[src/rtl/muldiv_unit.sv]
// Shared multicycle multiply/divide engine producing a MIPS-style HI/LO pair.
// Latency: done in cycle WIDTH+2 after accept; cycle 1 for divide by zero.
// No backpressure: start is taken only in IDLE/DONE and dropped while busy.
module muldiv_unit #(
  parameter int WIDTH = 32
) (
  input  logic             clock,
  input  logic             reset,
  input  logic             start,
  input  logic [1:0]       op,
  input  logic [WIDTH-1:0] a,
  input  logic [WIDTH-1:0] b,
  input  logic             abort,
  output logic             busy,
  output logic             done,
  output logic [WIDTH-1:0] hi,
  output logic [WIDTH-1:0] lo,
  output logic             div_by_zero
);

  localparam int CW = $clog2(WIDTH);

  typedef enum logic [1:0] {S_IDLE, S_CALC, S_FIX, S_DONE} state_t;

  state_t               r_state;
  state_t               w_next;
  state_t               w_accept_next;
  logic                 w_accept;

  logic                 r_is_div;
  logic                 r_neg_q;     // quotient/product must be negated
  logic                 r_neg_r;     // remainder takes the dividend's sign
  logic [WIDTH-1:0]     r_opnd;      // multiplicand or divisor magnitude
  logic [2*WIDTH-1:0]   r_acc;       // {partial hi / remainder, multiplier / quotient}
  logic [CW-1:0]        r_cnt;
  logic [WIDTH-1:0]     r_hi;
  logic [WIDTH-1:0]     r_lo;
  logic                 r_dbz;

  logic                 w_is_div;
  logic                 w_signed;
  logic                 w_neg_a;
  logic                 w_neg_b;
  logic                 w_b_zero;
  logic [WIDTH-1:0]     w_abs_a;
  logic [WIDTH-1:0]     w_abs_b;
  logic                 w_last;
  logic [WIDTH:0]       w_mul_sum;
  logic [2*WIDTH-1:0]   w_mul_step;
  logic [WIDTH:0]       w_rem_sh;
  logic [WIDTH:0]       w_diff;
  logic [2*WIDTH-1:0]   w_div_step;
  logic [2*WIDTH-1:0]   w_prod;
  logic [WIDTH-1:0]     w_fix_hi;
  logic [WIDTH-1:0]     w_fix_lo;

  // Operand decode: signed ops work on magnitudes and fix signs at the end.
  assign w_is_div = op[1];
  assign w_signed = ~op[0];
  assign w_neg_a  = w_signed & a[WIDTH-1];
  assign w_neg_b  = w_signed & b[WIDTH-1];
  assign w_abs_a  = w_neg_a ? (-a) : a;
  assign w_abs_b  = w_neg_b ? (-b) : b;
  assign w_b_zero = (b == '0);
  assign w_last   = (r_cnt == CW'(WIDTH - 1));
  assign w_accept_next = (w_is_div && w_b_zero) ? S_DONE : S_CALC;

  // One multiply step: conditionally add multiplicand to the upper half, then shift right.
  assign w_mul_sum  = {1'b0, r_acc[2*WIDTH-1:WIDTH]} +
                      (r_acc[0] ? {1'b0, r_opnd} : {(WIDTH+1){1'b0}});
  assign w_mul_step = {w_mul_sum, r_acc[WIDTH-1:1]};

  // One restoring divide step: shift in the next dividend bit, keep the difference if no borrow.
  assign w_rem_sh   = {r_acc[2*WIDTH-1:WIDTH], r_acc[WIDTH-1]};
  assign w_diff     = w_rem_sh - {1'b0, r_opnd};
  assign w_div_step = w_diff[WIDTH] ? {w_rem_sh[WIDTH-1:0], r_acc[WIDTH-2:0], 1'b0}
                                    : {w_diff[WIDTH-1:0],   r_acc[WIDTH-2:0], 1'b1};

  // Sign fix-up applied on the way into hi/lo.
  assign w_prod = r_neg_q ? (-r_acc) : r_acc;
  always_comb begin
    w_fix_hi = w_prod[2*WIDTH-1:WIDTH];
    w_fix_lo = w_prod[WIDTH-1:0];
    if (r_is_div) begin
      w_fix_lo = r_neg_q ? (-r_acc[WIDTH-1:0]) : r_acc[WIDTH-1:0];
      w_fix_hi = r_neg_r ? (-r_acc[2*WIDTH-1:WIDTH]) : r_acc[2*WIDTH-1:WIDTH];
    end
  end

  // State register.
  always_ff @(posedge clock) begin
    if (reset) r_state <= S_IDLE;
    else       r_state <= w_next;
  end

  // Next state, accept decision and status outputs.
  always_comb begin
    w_next   = r_state;
    w_accept = 1'b0;
    busy     = 1'b0;
    done     = 1'b0;
    case (r_state)
      S_IDLE: begin
        if (start && !abort) begin
          w_accept = 1'b1;
          w_next   = w_accept_next;
        end
      end
      S_CALC: begin
        busy = 1'b1;
        if (abort)       w_next = S_IDLE;
        else if (w_last) w_next = S_FIX;
      end
      S_FIX: begin
        busy   = 1'b1;
        w_next = abort ? S_IDLE : S_DONE;
      end
      S_DONE: begin
        done = 1'b1;
        if (start) begin
          w_accept = 1'b1;
          w_next   = w_accept_next;
        end else begin
          w_next = S_IDLE;
        end
      end
      default: w_next = S_IDLE;
    endcase
  end

  // Datapath: latch operands on accept, iterate in CALC, commit hi/lo leaving FIX.
  always_ff @(posedge clock) begin
    if (reset) begin
      r_is_div <= 1'b0;
      r_neg_q  <= 1'b0;
      r_neg_r  <= 1'b0;
      r_opnd   <= '0;
      r_acc    <= '0;
      r_cnt    <= '0;
      r_hi     <= '0;
      r_lo     <= '0;
      r_dbz    <= 1'b0;
    end else if (w_accept) begin
      r_is_div <= w_is_div;
      r_neg_q  <= w_neg_a ^ w_neg_b;
      r_neg_r  <= w_neg_a;
      r_opnd   <= w_is_div ? w_abs_b : w_abs_a;
      r_acc    <= {{WIDTH{1'b0}}, (w_is_div ? w_abs_a : w_abs_b)};
      r_cnt    <= '0;
      // A zero divisor goes straight to DONE, so this edge is also the flag's set edge.
      r_dbz    <= w_is_div & w_b_zero;
    end else if (r_state == S_CALC) begin
      r_acc <= r_is_div ? w_div_step : w_mul_step;
      r_cnt <= r_cnt + CW'(1);
    end else if (r_state == S_FIX && !abort) begin
      r_hi <= w_fix_hi;
      r_lo <= w_fix_lo;
    end
  end

  assign hi          = r_hi;
  assign lo          = r_lo;
  assign div_by_zero = r_dbz;

endmodule
[config.mk]
export PLATFORM = sky130hd
export DESIGN_NAME = muldiv_unit
export DESIGN_NICKNAME = d
export VERILOG_FILES = /design/src/rtl/muldiv_unit.sv
export SDC_FILE = /design/constraint.sdc
export NUM_CORES = 1
export LEC_CHECK = 0
export BUFFER_PORTS_ARGS = -buffer_cell sky130_fd_sc_hd__buf_2
export CAP_MARGIN = 10
export CORE_UTILIZATION = 65
export CTS_BUF_LIST = sky130_fd_sc_hd__clkbuf_8
export DETAILED_ROUTE_END_ITERATION = 10
export PLACE_DENSITY_LB_ADDON = 0.05
export SETUP_SLACK_MARGIN = 0.1
export SLEW_MARGIN = 20
export SYNTH_ARGS = -nofsm -noshare
export SYNTH_HDL_FRONTEND = slang
export SYNTH_SLANG_ARGS = --single-unit
export TNS_END_PERCENT = 100
[constraint.sdc]
create_clock -name clock -period 5.6 [get_ports clock]
set_input_delay 1.12 -clock clock [delete_from_list [all_inputs] [get_ports clock]]
set_output_delay 1.12 -clock clock [all_outputs]
set_load 0.01 [all_outputs]
==> results by group <==
Logic synthesis
  • Number of synthesized flops with an enable pin: 0
  • Synth Warn #: 0
  • Top-count cell post-synth: nor2_1
  • Post-synthesis sequential area ratio: 23.85%
  • Area leader, netlist: dfxtp_1
  • Largest cells by area after synthesis: dfxtp_1 (24%), a21oi_1 (7.0%), ha_1 (6.5%), nor2_1 (6.4%), xor2_1 (5.3%)
  • Synth Register Bits: 171
  • Top_reg_cell synth: dfxtp_1
  • Top cell type's share of synthesized area: 23.85%
  • Mapped Area: 0.01436 mm2
  • Post-synthesis async set-or-reset flop share: 0%
  • Distinct cells, synth: 80
  • Syn_nets: 2,120
  • Post-synthesis cell count: 1,973
  • Syn Area/Cell: 7.276 um2
  • Most frequent cells after synthesis: nor2_1 (245), a21oi_1 (201), nand2_1 (199)

STA
  • Final Slew Violations: 0
  • Final Hold Viols: 0
  • Normalized max-slew margin: 22.73%
  • Post-layout min period: 3.916 ns
  • RSZ-0062 raised after global routing: false
  • Peak Freq: 255.3 MHz
  • Slew @ Worst Pin: 1.159 ns
  • Setup violations, final: 0
  • Final period util: 69.93%
  • Max Clock Skew: 0.02882 ns
  • Setup TNS: 0 ns

Clocking
  • Clock-pin transition on the worst setup and hold timing paths: 0.12 ns
  • Hold-fix buffers, CTS: 0
  • Clock Sinks: 171
  • CTS tree: built
  • Worst skew pair latency: 0.49 ns
  • H-tree depth: 4
  • Num CTS Buffers: 17
  • Clock buffer depth: 2
  • # resized after CTS: 0
  • Root buf cell: clkbuf_8
  • Setup bufs post-CTS: 0

Status
  • Status: finished clean

Pwr
  • PwrDens: 609.7 mW/mm2
  • Int Power: 4.339 mW
  • Reg power frac: 22.4%
  • Total chip power: 9.478 mW
  • Switching share of power: 54.22%
  • Leak: 6.162 nW
  • Logic pwr share: 67.6%
  • Net switching power: 5.139 mW
  • Worst vdd ir: 1.229 mV
  • Clock network power share: 10.0%

GRT
  • Tot GR Track Use: 40.09%
  • GRT overflow: 0
  • Vias in the first global route: 13,510
  • Largest net degree at the start of global routing: 113
  • First-pass GRT wire length: 70.88 mm
  • Initial antenna violation count: 0

Finish
  • Share of cells above drive strength 1: 11.19%
  • Final instance area: 0.01555 mm2
  • Final antenna diode count: 0
  • Multi-input gate area: 0.01023 mm2
  • Layout net count: 2,171
  • Register Area: 0.003425 mm2
  • Area Overhead vs Synth: 8.298%
  • Filler Cells Inserted: 1,813

Floorplanning
  • Die height: 150.6 um
  • Row cnt: 54
  • Die area: 0.02268 mm2
  • Die width: 150.6 um
  • I/O Pins: 137
  • CORE AREA: 0.02176 mm2
  • Initial Utilization: 65.98%

Placed design
  • GPL Wtd Cong: 1.025
  • Area after DPL: 0.01510 mm2
  • Post-DP HPWL: 34.84 mm
  • Port Buf Inserts: 136

Critical path
  • Crit-path cells: ha_1 -> nand4_1 -> nor4_1 -> a22o_1 -> a21oi_1 -> a31oi_1 -> xor2_2 -> buf_12 -> mux2_2 -> a221oi_1 -> nor2_1
  • Data arrival time of the worst path: 4.28 ns
  • Worst stage delay on the critical path: 0.67 ns
  • CP required: 5.96 ns
  • Crit Path Category: reg -> reg
  • Startpoint Class: flop
  • Worst-path fanout max: 25
  • Critical Path End Type: flop
  • Slowest stage cell on the critical path: dfxtp_1

Drt
  • DR WL/cell: 20.12 um
  • Initial DRT Pass Iterations: 7
  • Final ANT Viol Nets: 0
  • Number of remaining DRC errors: 0
  • Total Wirelength: 46.63 mm
  • Vias per cell: 6.605
  • 1st-iter DRT viols: 1,415
  • DR vias: 15,300

Run
  • Max_cap viols: 0

Min path
  • Hold Path Class: reg -> reg
==> cell families (layout without fill, tap and decap cells) <==
logic type | Yosys count | after routing | share of synthesized area, %
AO/OA/AOI/OAI | 637 | 637 | 28.67
XOR/XNOR | 166 | 166 | 10.13
adder cells (fa/ha/maj) | 77 | 77 | 6.816
buffers and inverters | 189 | 253 | 5.064
flip-flops | 171 | 171 | 23.85
multiplexers | 51 | 51 | 3.600
AND/OR/NAND/NOR | 682 | 682 | 21.88
==> per-stage QoR <==
| step | instances | worst slack [ns] | hold WS [ns] | utilization, % |
|---|---|---|---|---|
| 2_1_floorplan | 1973 | 2.206 | 0.4319 | - |
| 3_3_place_gp | 2285 | 1.807 | 0.4355 | 69.42 |
| 3_5_place_dp | 2285 | 1.752 | 0.4420 | 69.42 |
| 4_1_cts | 2317 | 1.825 | 0.4556 | 71.46 |
| 5_1_grt | 2317 | 1.595 | 0.4772 | 71.46 |
| 6_report | 2317 | 1.684 | 0.4560 | 71.46 |
==> critical path: cells and delay by family (launching register included) <==
| kind | cells | cell delay, ns |
|---|---|---|
| muxes | 1 | 0.35 |
| AOI/OAI and AO/OA | 4 | 0.97 |
| xor gates and xnor gates | 1 | 0.39 |
| adders and majority gates | 1 | 0.35 |
| and+or+nand+nor | 3 | 0.82 |
| buffers and inverters | 1 | 0.24 |
| DFF | 1 | 0.67 |
==> final cells by class <==
type                    count  share of cell area (%)
clock buffers              17                   1.505
well taps                 280                   2.254
inverters                  64                   1.545
repair buffers            157                   5.489
flip-flops and latches    171                   22.03
multi-input cells        1613                   65.83
clock inverters            15                   1.344
==> worst paths after layout <==
| kind | endpoint | cells after the start | slack, ns | start |
|---|---|---|---|---|
| setup / recovery | r_acc[37] | 11 | 1.68 | r_acc[50] |
| hold reg to reg | hi[19] | 2 | 0.46 | hi[19] |
| setup reg to reg | r_acc[37] | 11 | 1.68 | r_acc[50] |
| hold / removal | hi[19] | 2 | 0.46 | hi[19] |
==> registers in the layout, summed over array words and instances (netlist names) <==
name and count:
div_by_zero 1, hi 32, r_is_div 1, lo 32, r_cnt 5, r_opnd 32, r_neg_q 1, r_neg_r 1
r_state 2, r_acc 64
==> layout by cell type, fill, tap and decap left out, types with 7 or more instances in the layout <==
cell and n:
a211oi_1 78, a21o_1 28, a21oi_1 201, a31oi_1 25, and2_1 13, and3_1 8, buf_2 135, buf_4 21
clkbuf_8 17, clkinv_8 7, dfxtp_1 170, ha_1 74, inv_1 62, mux2i_1 46, nand2_1 199, nand2b_1 21
nand3_1 32, nand4_1 12, nor2_1 244, nor2b_1 18, nor3_1 46, nor4_1 13, o211ai_1 43, o21a_1 11
o21ai_0 110, o221ai_1 14, o22ai_1 11, o31ai_1 27, o41ai_1 11, or2_2 12, or3_1 26, or4_1 11
xnor2_1 78, xor2_1 86
==> power groups by stage <==
stage	registers (mW)	clock network [mW]	logic [mW]
after global routing	2.14	0.996	6.93
after floorplan	1.83	0	4.76
after detailed placement	2.10	0	6.19
after global placement	2.08	0	6.15
final	2.12	0.948	6.41
after CTS	2.07	0.952	6.25
==> routing by layer <==
metal | track usage [%] | up-vias | share of wire (%)
li1 | - | 7253 | -
met1 | 52.87 | 7013 | 41
met2 | 62.03 | 871 | 44
met3 | 8.818 | 167 | 11
met4 | 18.60 | 0 | 4.3
met5 | 0 | - | 0
No activity file was read; power rests on OpenSTA's default activity.
